File: config.mk
export PLATFORM = sky130hd
export DESIGN_NAME = synapse_driver
export DESIGN_NICKNAME = d
export VERILOG_FILES = /design/src/rtl/synapse_driver.sv
export SDC_FILE = /design/constraint.sdc
export NUM_CORES = 1
export LEC_CHECK = 0
export ABC_AREA = 0
export CAP_MARGIN = 20
export CORE_UTILIZATION = 58
export CTS_CLUSTER_SIZE = 14
export DETAILED_ROUTE_END_ITERATION = 10
export PLACE_DENSITY = 0.85
export SLEW_MARGIN = 0
export SYNTH_ARGS = -nofsm -noshare
export SYNTH_HDL_FRONTEND = slang
export SYNTH_SLANG_ARGS = --single-unit
File: constraint.sdc
create_clock -name clk -period 6.5 [get_ports clk]
set_input_delay 1.3 -clock clk [delete_from_list [all_inputs] [get_ports clk]]
set_output_delay 1.3 -clock clk [all_outputs]
set_load 0.05 [all_outputs]
File: src/rtl/synapse_driver.sv
// Spike-to-current synapse: edge-detected events with refractory gating, exponential decay, saturating Q9.7 current.
// Optional rate estimator compiled in with `define SYNAPSE_RATE_EN.
module synapse_driver #(
    parameter logic signed [15:0] WEIGHT      = 16'sd640,
    parameter int unsigned        TAU_SHIFT   = 3,
    parameter int unsigned        REFRACT     = 2,
    parameter int unsigned        WINDOW_LOG2 = 8
) (
    input  logic               clk,
    input  logic               reset,
    input  logic               spike_in,
    output logic signed [15:0] current,
    output logic               event_out,
    output logic [7:0]         rate,
    output logic               rate_valid
);

    localparam int unsigned CW = (REFRACT > 1) ? $clog2(REFRACT + 1) : 1;

    if (WINDOW_LOG2 == 0) begin : g_bad_window
        $error("WINDOW_LOG2 must be at least 1");
    end

    typedef enum logic {IDLE, REFR} state_t;

    state_t             state, state_next;
    logic [CW-1:0]      refr_cnt, refr_next;
    logic               spike_q;
    logic               rise;
    logic               accept;
    logic signed [15:0] decay;
    logic signed [16:0] sum;
    logic signed [15:0] current_next;

    always_comb begin
        rise       = spike_in & ~spike_q;
        accept     = rise && (state == IDLE);
        state_next = state;
        refr_next  = refr_cnt;
        case (state)
            IDLE: begin
                if (accept && (REFRACT != 0)) begin
                    state_next = REFR;
                    refr_next  = CW'(REFRACT);
                end
            end
            REFR: begin
                refr_next = refr_cnt - 1'b1;
                if (refr_cnt <= CW'(1)) begin
                    state_next = IDLE;
                    refr_next  = '0;
                end
            end
            default: begin
                state_next = IDLE;
                refr_next  = '0;
            end
        endcase
    end

    // Positive residue below 2^TAU_SHIFT still decays by 1 so the current always reaches exactly zero.
    always_comb begin
        decay = current >>> TAU_SHIFT;
        if (decay == '0 && current > 16'sd0) begin
            decay = 16'sd1;
        end
        sum = {current[15], current} - {decay[15], decay}
            + (accept ? {WEIGHT[15], WEIGHT} : 17'sd0);
        if (sum > 17'sd32767) begin
            current_next = 16'sh7FFF;
        end else if (sum < -17'sd32768) begin
            current_next = 16'sh8000;
        end else begin
            current_next = sum[15:0];
        end
    end

    always_ff @(posedge clk) begin
        if (reset) begin
            spike_q   <= 1'b0;
            state     <= IDLE;
            refr_cnt  <= '0;
            current   <= '0;
            event_out <= 1'b0;
        end else begin
            spike_q   <= spike_in;
            state     <= state_next;
            refr_cnt  <= refr_next;
            current   <= current_next;
            event_out <= accept;
        end
    end

`ifdef SYNAPSE_RATE_EN
    logic [WINDOW_LOG2-1:0] win_cnt;
    logic [7:0]             acc;
    logic [7:0]             acc_inc;

    always_comb begin
        acc_inc = acc;
        if (accept && (acc != 8'hFF)) begin
            acc_inc = acc + 1'b1;
        end
    end

    // The wrap cycle's own event is folded into the published rate, not the next window.
    always_ff @(posedge clk) begin
        if (reset) begin
            win_cnt    <= '0;
            acc        <= '0;
            rate       <= '0;
            rate_valid <= 1'b0;
        end else begin
            win_cnt <= win_cnt + 1'b1;
            if (&win_cnt) begin
                rate       <= acc_inc;
                acc        <= '0;
                rate_valid <= 1'b1;
            end else begin
                acc        <= acc_inc;
                rate_valid <= 1'b0;
            end
        end
    end
`else
    assign rate       = '0;
    assign rate_valid = 1'b0;
`endif

endmodule

Word-level counts from Yosys, hierarchy flattened --
Index checks and enable logic that the tools add are counted.
Word-level totals: bits in registers 21, output and inout port bits 26, word-level logic and storage cells 31
Operators by class: $add $sub $neg 3, magnitude comparators 4, equal/unequal tests 1, mux-type cells 10, bitwise operators 3, reduce and logical (&&, ||, !) cells 4
Operators by type and width (count):
- $mux W16 | 2
- $add A17 B10 Y17 | 1
- $gt A17 B16 Y1 const B | 1
- $lt A17 B16 Y1 const B | 1
- $sub A16 B16 Y17 | 1
- $gt A16 B1 Y1 const B | 1
- $logic_not A16 Y1 | 1
- $mux W15 | 1
- $mux W10 | 1
- $mux W2 | 2
- $pmux W2 S2 | 1
- $le A2 B1 Y1 const B | 1
- $logic_and A1 B1 Y1 | 2
- $mux W1 | 2
- $ne A2 B2 Y1 const B | 1
- $not A1 Y1 | 2
- $pmux W1 S2 | 1
- $reduce_or A2 Y1 | 1
- $sub A2 B1 Y2 const B | 1
- $and A1 B1 Y1 | 1

Logic depth before layout (Yosys ltp) --
depth in word-level cells 8, depth in mapped cells 18, depth with buffers taken out 17

Worst setup path before layout --
No wires, ideal clock.
path type input to register, start input spike_in, end register current[13], library setup time 0.132 ns, arrival 3.895 ns, required time 6.368 ns, path slack 2.473 ns, stages 14, cells stage by stage nand2b_1 -> nand2b_1 -> fa_1 -> inv_1 -> ha_1 -> and4_1 -> a21oi_1 -> a21boi_1 -> a21oi_1 -> o22ai_1 -> mux2_4 -> buf_6 -> nand2_1 -> a21oi_1
Between the ends: longest elaborated chain between the ends 7, elaborated cells on any way between the ends 8
Ends and longest elaborated chain:
- start, declared | RTL line 11 | input logic spike_in,
- $and A1 B1 Y1 (*) | RTL line 36 | rise = spike_in & ~spike_q;
- $logic_and A1 B1 Y1 (*) | RTL line 37 | accept = rise && (state == IDLE);
- $mux W10 (*) | RTL line 68 | + (accept ? {WEIGHT[15], WEIGHT} : 17'sd0);
- $add A17 B10 Y17 (*) | RTL line 68
- $lt A17 B16 Y1 | RTL line 71 | end else if (sum < -17'sd32768) begin
- $mux W16 | RTL line 71
- $mux W15 (*) | RTL line 69 | if (sum > 17'sd32767) begin
- end signal, assigned | RTL line 89 | current <= current_next;
- end, declared | RTL line 12 | output logic signed [15:0] current,
Mark *: on every way between the ends. The rest lies on a longest branch, timed or not. A chain may end at the register's enable or synchronous reset.

Final worst setup path --
start input spike_in, end register current[10]
Same word-level chain as after synthesis.

==> metrics.log <==
[metrics] count of antenna-violating nets left after detailed routing: 0
[metrics] fraction of final layout cells sized beyond drive strength 1: 3.36%
[metrics] average cell area after synthesis: 8.14 sq um
[metrics] top routing layer in use: met3
[metrics] sum of routed wire length over all layers: 3720 um
[metrics] Max Slew Vio Count: 0
[metrics] Detail Route met3 WL: 155 um
[metrics] combined area of all synthesized cells: 1820 sq um
[metrics] clock tree from TritonCTS: built
[metrics] RSZ-0062 raised after global routing: false
[metrics] number of flops mapped to enable cells by yosys: 0
[metrics] port bufs: 19
[metrics] minimum clock period: 4.52 ns
[metrics] critical-path maximum fanout: 15
[metrics] startpoint kind of the worst setup timing path: primary input
[metrics] Slew headroom: 52.3%
[metrics] antenna violations before repair: 0
[metrics] hold crit path type: flip-flop to flip-flop
[metrics] quantity of gates resized following cts: 0
[metrics] number of design-rule violations left by the first detailed-router iteration: 60
[metrics] pin count of the biggest net entering global routing: 22
[metrics] row count: 19
[metrics] number of violations of the max-capacitance limit: 0
[metrics] status: finished with violations
[metrics] area overhead of the layout relative to synthesis: 10.2%
[metrics] Yosys cell types: 42
[metrics] type of element capturing the critical path: flip-flop
[metrics] Fin Setup TNS: 0 ns
[metrics] HPWL after detailed placement: 3000 um
[metrics] total gr overflow: 0
[metrics] number of CTS-inserted buffers: 3
[metrics] FFs w/ async S/R, synth: 0%
[metrics] top_reg_cell synth: sky130_fd_sc_hd__dfxtp_1
[metrics] Via Count: 1521
[metrics] warning count from the yosys run: 0
[metrics] first-pass GRT wire length: 6400 um
[metrics] Finished Cell Area: 2010 sq um
[metrics] violations in the final reports: design-rule violations
[metrics] total placed instance area: 1980 sq um
[metrics] number of setup buffers added after CTS: 0
[metrics] mean number of vias per cell: 5.43
[metrics] count of endpoints failing setup in the final report: 0
[metrics] Tightest Pin Transition: 0.714 ns
[metrics] clk slew on worst S/H paths: 0.11 ns
[metrics] Die W: 58.1 um
[metrics] start-to-end type of the worst setup path: primary input to flip-flop
[metrics] Routability Congestion: 0.878
[metrics] 1st-pass router iterations: 8
[metrics] fmax: 221 MHz
[metrics] fill count: 231
[metrics] Met1 Routed Length: 1820 um
[metrics] deepest clock path buffer count: 2
[metrics] sequential standard cell area: 420 sq um
[metrics] Total Die Area: 3370 sq um
[metrics] Yosys reg bits: 21
[metrics] n_diodes: 0
[metrics] # nets final: 274
[metrics] Layout Skew: 0.00702 ns
[metrics] number of global-route vias before repair: 1404
[metrics] routed wl met2: 1740 um
[metrics] wire per inst: 13.3 um
[metrics] Initial Util: 63.4%
[metrics] overall routing resource usage: 24.4%
[metrics] standard cell core area: 2880 sq um
[metrics] synthesized netlist cell count: 224
[metrics] root cell of the clock tree: sky130_fd_sc_hd__clkbuf_4
[metrics] worst-skew pair later-pin latency: 0.29 ns
[metrics] number of H-tree branching levels: 1
[metrics] part of the cycle the worst path needs: 69.5%
[metrics] register area share after synthesis: 23.1%
[metrics] total clock sinks: 21
[metrics] number of buffers inserted for hold repair after clock tree synthesis: 0
[metrics] CP required: 6.71 ns
[metrics] count of endpoints failing hold in the final timing report: 0
[metrics] critical path data arrival time: 4.73 ns
[metrics] area of the multi-input gates: 1210 sq um
[metrics] ports placed on the boundary: 29
[metrics] chip height: 58.1 um
[metrics] post-detailed-route DRC marker count: 4
## cells in the mapped netlist (all sizes together) (2+ instances only)
| master | number | area (sq um) |
|---|---|---|
| buf | 13 | 100 |
| dfxtp | 21 | 420 |
| xor2 | 3 | 26.3 |
| nor4 | 2 | 12.5 |
| nand2 | 18 | 67.6 |
| nor2b | 2 | 12.5 |
| inv | 28 | 105 |
| nor3 | 2 | 10.0 |
| nor2 | 9 | 33.8 |
| ha | 28 | 350 |
| clkbuf | 4 | 15.0 |
| a31oi | 4 | 31.3 |
| a211oi | 3 | 22.5 |
| and4 | 2 | 17.5 |
| a21oi | 27 | 135 |
| a21o | 3 | 22.5 |
| fa | 4 | 80.1 |
| xnor2 | 8 | 70.1 |
| nand2b | 9 | 56.3 |
| a21boi | 3 | 22.5 |
| nand4 | 3 | 18.8 |
| o21bai | 4 | 30.0 |
| or4 | 3 | 22.5 |
| o21ai | 9 | 48.8 |
## cell usage in the layout, fill, tap and decap left out, types with 2 or more instances in the layout
cell and instances:
sky130_fd_sc_hd__conb_1 9, sky130_fd_sc_hd__nor2b_1 2, sky130_fd_sc_hd__xnor2_1 8, sky130_fd_sc_hd__nor4_1 2, sky130_fd_sc_hd__ha_1 28, sky130_fd_sc_hd__o21ai_0 6
sky130_fd_sc_hd__nand2b_1 9, sky130_fd_sc_hd__dfxtp_1 21, sky130_fd_sc_hd__inv_1 28, sky130_fd_sc_hd__nand2_1 18, sky130_fd_sc_hd__or4_1 3, sky130_fd_sc_hd__clkdlybuf4s50_1 19
sky130_fd_sc_hd__xor2_1 3, sky130_fd_sc_hd__a21oi_1 27, sky130_fd_sc_hd__o21ai_1 2, sky130_fd_sc_hd__clkbuf_4 3, sky130_fd_sc_hd__nor2_1 9, sky130_fd_sc_hd__fa_1 4
sky130_fd_sc_hd__a211oi_1 3, sky130_fd_sc_hd__a31oi_1 3, sky130_fd_sc_hd__and4_1 2, sky130_fd_sc_hd__nor3_1 2, sky130_fd_sc_hd__nand4_1 3, sky130_fd_sc_hd__a21o_1 3
sky130_fd_sc_hd__o21bai_1 4, sky130_fd_sc_hd__a21boi_0 2
## logic make-up after synthesis
family / after synthesis / share of synthesized area, %
AO/OA/AOI/OAI: 57 / 18.9
AND/OR/NAND/NOR: 56 / 16.0
buffers and inverters: 45 / 12.1
adder cells (fa/ha/maj): 32 / 23.6
flip-flops: 21 / 23.1
XOR/XNOR: 11 / 5.29
other: 1 / 0.206
multiplexers: 1 / 0.823
## state kept, by name (all words and copies together), names as in the netlist
name / cells
current: 16
state: 1
event_out: 1
spike_q: 1
refr_cnt: 2
## final cells by class
class / instances / share of cell area, %
multi-input combinational: 166 / 60.4
sequential: 21 / 20.9
timing repair buffer: 19 / 9.47
inverter: 28 / 5.23
tap: 42 / 2.62
clock buffer: 3 / 1.12
clock inverter: 1 / 0.249
## metal layers
layer / vias up / GRT usage, %
li1: 775 / -
met2: 44 / 39.2
met3: 0 / 2.23
met4: 0 / 4.42
met5: - / 0
met1: 702 / 35.9
## metrics by stage
stage          utilization [%]  hold slack, ns  cells  worst slack, ns
2_1_floorplan                -           0.454    232             2.47
3_3_place_gp              68.9           0.482    276             1.82
3_5_place_dp              68.9           0.488    276             1.74
4_1_cts                   69.8           0.505    280             1.99
5_1_grt                   69.8           0.541    280             1.69
6_report                  69.8           0.503    280             1.98
## worst max-delay path, cell delays in order
cell and delay [ns]:
sky130_fd_sc_hd__clkdlybuf4s50_1 0.47, sky130_fd_sc_hd__nand2b_1 0.07, sky130_fd_sc_hd__nand2b_1 0.26, sky130_fd_sc_hd__fa_1 0.56
sky130_fd_sc_hd__inv_1 0.04, sky130_fd_sc_hd__ha_1 0.36, sky130_fd_sc_hd__and4_1 0.25, sky130_fd_sc_hd__a21oi_1 0.13
sky130_fd_sc_hd__a21boi_1 0.20, sky130_fd_sc_hd__a21oi_1 0.08, sky130_fd_sc_hd__o22ai_1 0.26, sky130_fd_sc_hd__xor2_1 0.17
sky130_fd_sc_hd__nand2_1 0.31, sky130_fd_sc_hd__a21oi_1 0.26
## worst paths after layout
check / from / slack, ns / cells after the start / to
setup reg to reg: current[14] / 2.73 / 15 / current[14]
setup / recovery: spike_in / 1.98 / 14 / current[10]
hold reg to reg: refr_cnt[1] / 0.50 / 2 / refr_cnt[1]
hold / removal: refr_cnt[1] / 0.50 / 2 / refr_cnt[1]
Power is not shown: default switching activity piles up to over one toggle a cycle in this logic, so the estimate is an artifact.
==> RTL change 1, RTL diff (same settings) <==
Put one more register stage on the output `current`, without a reset. The value now appears one clock later. The other outputs are not delayed to match.
--- a/src/rtl/synapse_driver.sv
+++ b/src/rtl/synapse_driver.sv
@@ -16,6 +16,8 @@
 );
 
     localparam int unsigned CW = (REFRACT > 1) ? $clog2(REFRACT + 1) : 1;
+
+    logic signed [15:0] current_s0;
 
     if (WINDOW_LOG2 == 0) begin : g_bad_window
         $error("WINDOW_LOG2 must be at least 1");
@@ -60,11 +62,11 @@
 
     // Positive residue below 2^TAU_SHIFT still decays by 1 so the current always reaches exactly zero.
     always_comb begin
-        decay = current >>> TAU_SHIFT;
-        if (decay == '0 && current > 16'sd0) begin
+        decay = current_s0 >>> TAU_SHIFT;
+        if (decay == '0 && current_s0 > 16'sd0) begin
             decay = 16'sd1;
         end
-        sum = {current[15], current} - {decay[15], decay}
+        sum = {current_s0[15], current_s0} - {decay[15], decay}
             + (accept ? {WEIGHT[15], WEIGHT} : 17'sd0);
         if (sum > 17'sd32767) begin
             current_next = 16'sh7FFF;
@@ -80,13 +82,13 @@
             spike_q   <= 1'b0;
             state     <= IDLE;
             refr_cnt  <= '0;
-            current   <= '0;
+            current_s0 <= '0;
             event_out <= 1'b0;
         end else begin
             spike_q   <= spike_in;
             state     <= state_next;
             refr_cnt  <= refr_next;
-            current   <= current_next;
+            current_s0 <= current_next;
             event_out <= accept;
         end
     end
@@ -127,5 +129,9 @@
     assign rate_valid = 1'b0;
 `endif
 
+    always_ff @(posedge clk) begin
+        current <= current_s0;
+    end
+
 endmodule
 
Function: changed (Yosys sat finds a counterexample within 4 cycles, from zero or initial values and one cycle with reset high).
==> RTL change 1 against the unedited design <==
- maximum frequency is 3.0% lower
- via count is 4.3% lower
- setup slack worse by 140 ps
- die area is 14% higher
- area after synthesis is 14% higher
- final area is 18% higher
- worst hold slack worse by 120 ps
- routed wire length is 2.4% lower
- critical path depth is 1 lower
- sequential cell count is 16 higher
- critical path type unchanged
- largest cell class unchanged
Power is not shown: default switching activity piles up to over one toggle a cycle in this logic, so the estimate is an artifact.
==> RTL change 1: results (changes against the unedited design) <==
[placed_design]
dp_slack_ps = 1501  ; -239.6 ps
dp.cells = 262  ; -5.1%
hpwl_um = 2766  ; -7.8%
placed_area_mm2 = 0.002258  ; +14%
gp_congestion = 0.8020  ; -8.6%

[routing]
wl_met3_um = 148  ; -4.5%
viasPerCell = 5.393  ; -0.73%
drt_iter0_markers = 34  ; -43%
wl_met2_um = 1700  ; -2.3%
wl_met1_um = 1706  ; -6.3%
route.vias.total = 1456  ; -4.3%
highest_layer = met4
first_pass_iters = 4  ; -4
wl_per_cell_um = 13.43  ; +1.2%

[grt]
met3_usage_pct = 5.383  ; +3.2 points
use_met2_pct = 33.79  ; -5.5 points
grt_pass1_wl_um = 5706  ; -11%
met1_usage_pct = 27.49  ; -8.4 points
grt_max_degree = 22  ; unchanged
grtUsageTotal_pct = 21.43  ; -3.0 points

[finish]
reg.largest.list = current: 16 flops, current_s0: 16 flops, refr_cnt: 2 flops
drive_above_1_share_pct = 11.16  ; +7.8 points
num-fill-cells = 250  ; +8.2%

[worst_setup_path]
cp_top_family = simple AND/OR/NAND/NOR gates
critPathMaxStageDelay_ps = 700  ; +140 ps
rrSetupSlack_ps = 2170  ; -560 ps
crit_slowest_cell = nor2_2
critical_path_arrival_ps = 4860  ; +130 ps
r2r_cells = 16  ; +1
reg2reg_from = current_s0[14]$_SDFF_PP0_
crit_end = current_s0[1]$_SDFF_PP0_

[timing]
period_minus_slack_ps = 4658  ; +138.1 ps
fin_skew_ps = 8.261  ; +1.236 ps
worst_pin_slew_ps = 981.6  ; +267.9 ps
holdWs_ps = 380.1  ; -122.8 ps

[hold_path]
min_path_cells = 0  ; -2
worstHoldStart = current_s0[0]$_SDFF_PP0_
hold_end = current[0]$_DFF_P_

[logic_synthesis]
synth_common_cells = dfxtp_1, ha_1, inv_1, a21oi_1, buf_4
synth_seq_area_share_pct = 35.58  ; +13 points
synthCells = 204  ; -8.9%
synthTopCellsByArea = dfxtp_1, ha_1, o31ai_2, inv_1, fa_1
synth-edff-count = 0  ; unchanged
synth_cell_types = 43  ; +2.4%

[status]
status = completed

[clocking]
clk_pin_slew_worst_paths_ps = 110  ; about the same
clock_path_buffers = 2  ; unchanged
htree_levels = 2  ; +1
cts_made_buffers = 5  ; +2
insertion_delay_ps = 340  ; +50 ps

[RTL change 1: layout make-up]
cell class	count	area, µm²	share of cell area, %
sequential	37	740.7	31.37
clock inverter	3	65.06	2.756
inverter	26	97.59	4.134
tap	46	57.56	2.438
timing repair buffer	19	190.2	8.055
clock buffer	5	37.54	1.590
multi-input combinational	134	1172	49.66
[RTL change 1: worst register-to-register path: cells and delay by family (launching register included)]
kind	cells	cell delay, ps
AO/OA/AOI/OAI	4	680
adder cells (fa/ha/maj)	3	550
AND/OR/NAND/NOR	6	2330
flip-flops	1	370
buffers and inverters	2	120
XOR/XNOR	1	180
[RTL change 1: cells by family (layout without fill, tap and decap cells)]
logic type	after synthesis	after routing	synth area share (%)
adder cells (fa/ha/maj)	32	32	20.67
other	1	9	0.1801
flip-flops	37	37	35.58
AO/OA/AOI/OAI	48	48	19.35
buffers and inverters	41	53	9.555
XOR/XNOR	12	12	5.048
AND/OR/NAND/NOR	33	33	9.617
==> RTL change 2, RTL diff (same flow settings) <==
Made on the original files. The option `SYNAPSE_RATE_EN` is turned on by a define.
--- a/src/rtl/synapse_driver.sv
+++ b/src/rtl/synapse_driver.sv
@@ -1,5 +1,7 @@
 // Spike-to-current synapse: edge-detected events with refractory gating, exponential decay, saturating Q9.7 current.
 // Optional rate estimator compiled in with `define SYNAPSE_RATE_EN.
+`define SYNAPSE_RATE_EN
+
 module synapse_driver #(
     parameter logic signed [15:0] WEIGHT      = 16'sd640,
     parameter int unsigned        TAU_SHIFT   = 3,
Check against the original RTL: no difference found for any inputs over 10 cycles, from zero or initial values and one cycle with reset high; that may be too few to reach the edited logic, so the function may still have changed.
==> RTL change 2 against the unedited design <==
- maximum frequency shrank 1.1%
- setup slack lost 51 ps
- routed wire length grew 50%
- final area grew 59%
- final cell count grew 39%
- critical path depth shrank 2
- area after synthesis grew 54%
- core utilization grew 0.91 points
- sequential cell count grew 25
- sequential share of layout area grew 8.0 points
- critical path type unchanged
- critical endpoint is now current[8]$_SDFF_PP0_
- highest routed layer is now met4
Power is left out: the tool's default activity adds up to more than one toggle a clock period on the data nets, which glitch-free logic cannot reach.
==> RTL change 2: results (changes against the unedited design) <==
[placed_design]
io_buffers = 28  ; +9
placed_area_mm2 = 0.003073  ; +55%
hpwl_um = 4305  ; +43%

[routing]
wl_met1_um = 2597  ; +43%
wl_met2_um = 2665  ; +53%
route.vias.total = 2225  ; +46%
wl_met3_um = 192  ; +24%
viasPerCell = 5.735  ; +5.6%

[finish]
num-fill-cells = 383  ; +66%
drive_above_1_share_pct = 12.80  ; +9.4 points
nNetsFinal = 372  ; +36%

[status]
status = completed

[grt]
first_global_vias = 2083  ; +48%
grt_pass1_wl_um = 9556  ; +49%
grt_max_degree = 41  ; +86%

[timing]
worst_slew_margin_rel_pct = 36.61  ; -16 points
fin_skew_ps = 6.104  ; -0.9207 ps

[worst_setup_path]
crit_fanout = 14  ; -1
cp_top_family = simple AND/OR/NAND/NOR gates

[logic_synthesis]
synthTopCellsByArea = dfxtp_1, ha_1, nor2_1, a21oi_2, inv_1
synthCells = 312  ; +39%
synth_cell_types = 56  ; +33%
synth_common_cells = dfxtp_1, nor2_1, ha_1, inv_1, a21oi_1
synth_seq_area_share_pct = 32.80  ; +9.7 points

[clocking]
cts_made_buffers = 5  ; +2
cts.root.buffer_cell = clkbuf_8

-- RTL change 2: cells by family (layout without fill, tap and decap cells) --
logic type	after synthesis	in the layout	share of synthesized area (%)
buf+inv	41	65	6.551
mux	1	1	0.3565
simple gates	101	101	18.45
compound gates	67	67	18.76
flops	46	46	32.80
fa+ha+maj	34	34	16.22
xor+xnor	22	22	6.863
-- RTL change 2: metal layers --
layer / vias up / GRT usage (%)
met5: - / 0
met2: 52 / 40.11
met4: 0 / 7.190
met3: 14 / 3.938
li1: 1117 / -
met1: 1042 / 31.93
-- RTL change 2: layout make-up --
cell class                 instances  share of cell area, %
clock buffer                       5                  2.160
inverter                          29                  3.417
tap                               52                  2.042
clock inverter                     3                  1.375
multi-input combinational        225                  53.46
timing repair buffer              28                  8.641
sequential                        46                  28.91
-- RTL change 2: path summary, 6_finish.rpt --
path / from / end / slack, ps / cells past startpoint
min: win_cnt[0]$_SDFF_PP0_ / win_cnt[0]$_SDFF_PP0_ / 470 / 1
max: spike_in / current[8]$_SDFF_PP0_ / 1930 / 12
min reg2reg: win_cnt[0]$_SDFF_PP0_ / win_cnt[0]$_SDFF_PP0_ / 470 / 1
max reg2reg: current[7]$_SDFF_PP0_ / current[8]$_SDFF_PP0_ / 2430 / 16
-- RTL change 2: stage by stage --
stage	util (%)	worst slack, ps
floorplan	-	2669
global placement	68.22	1775
detailed placement	68.22	1634
CTS	70.72	1959
global route	70.72	1714
finish	70.72	1929
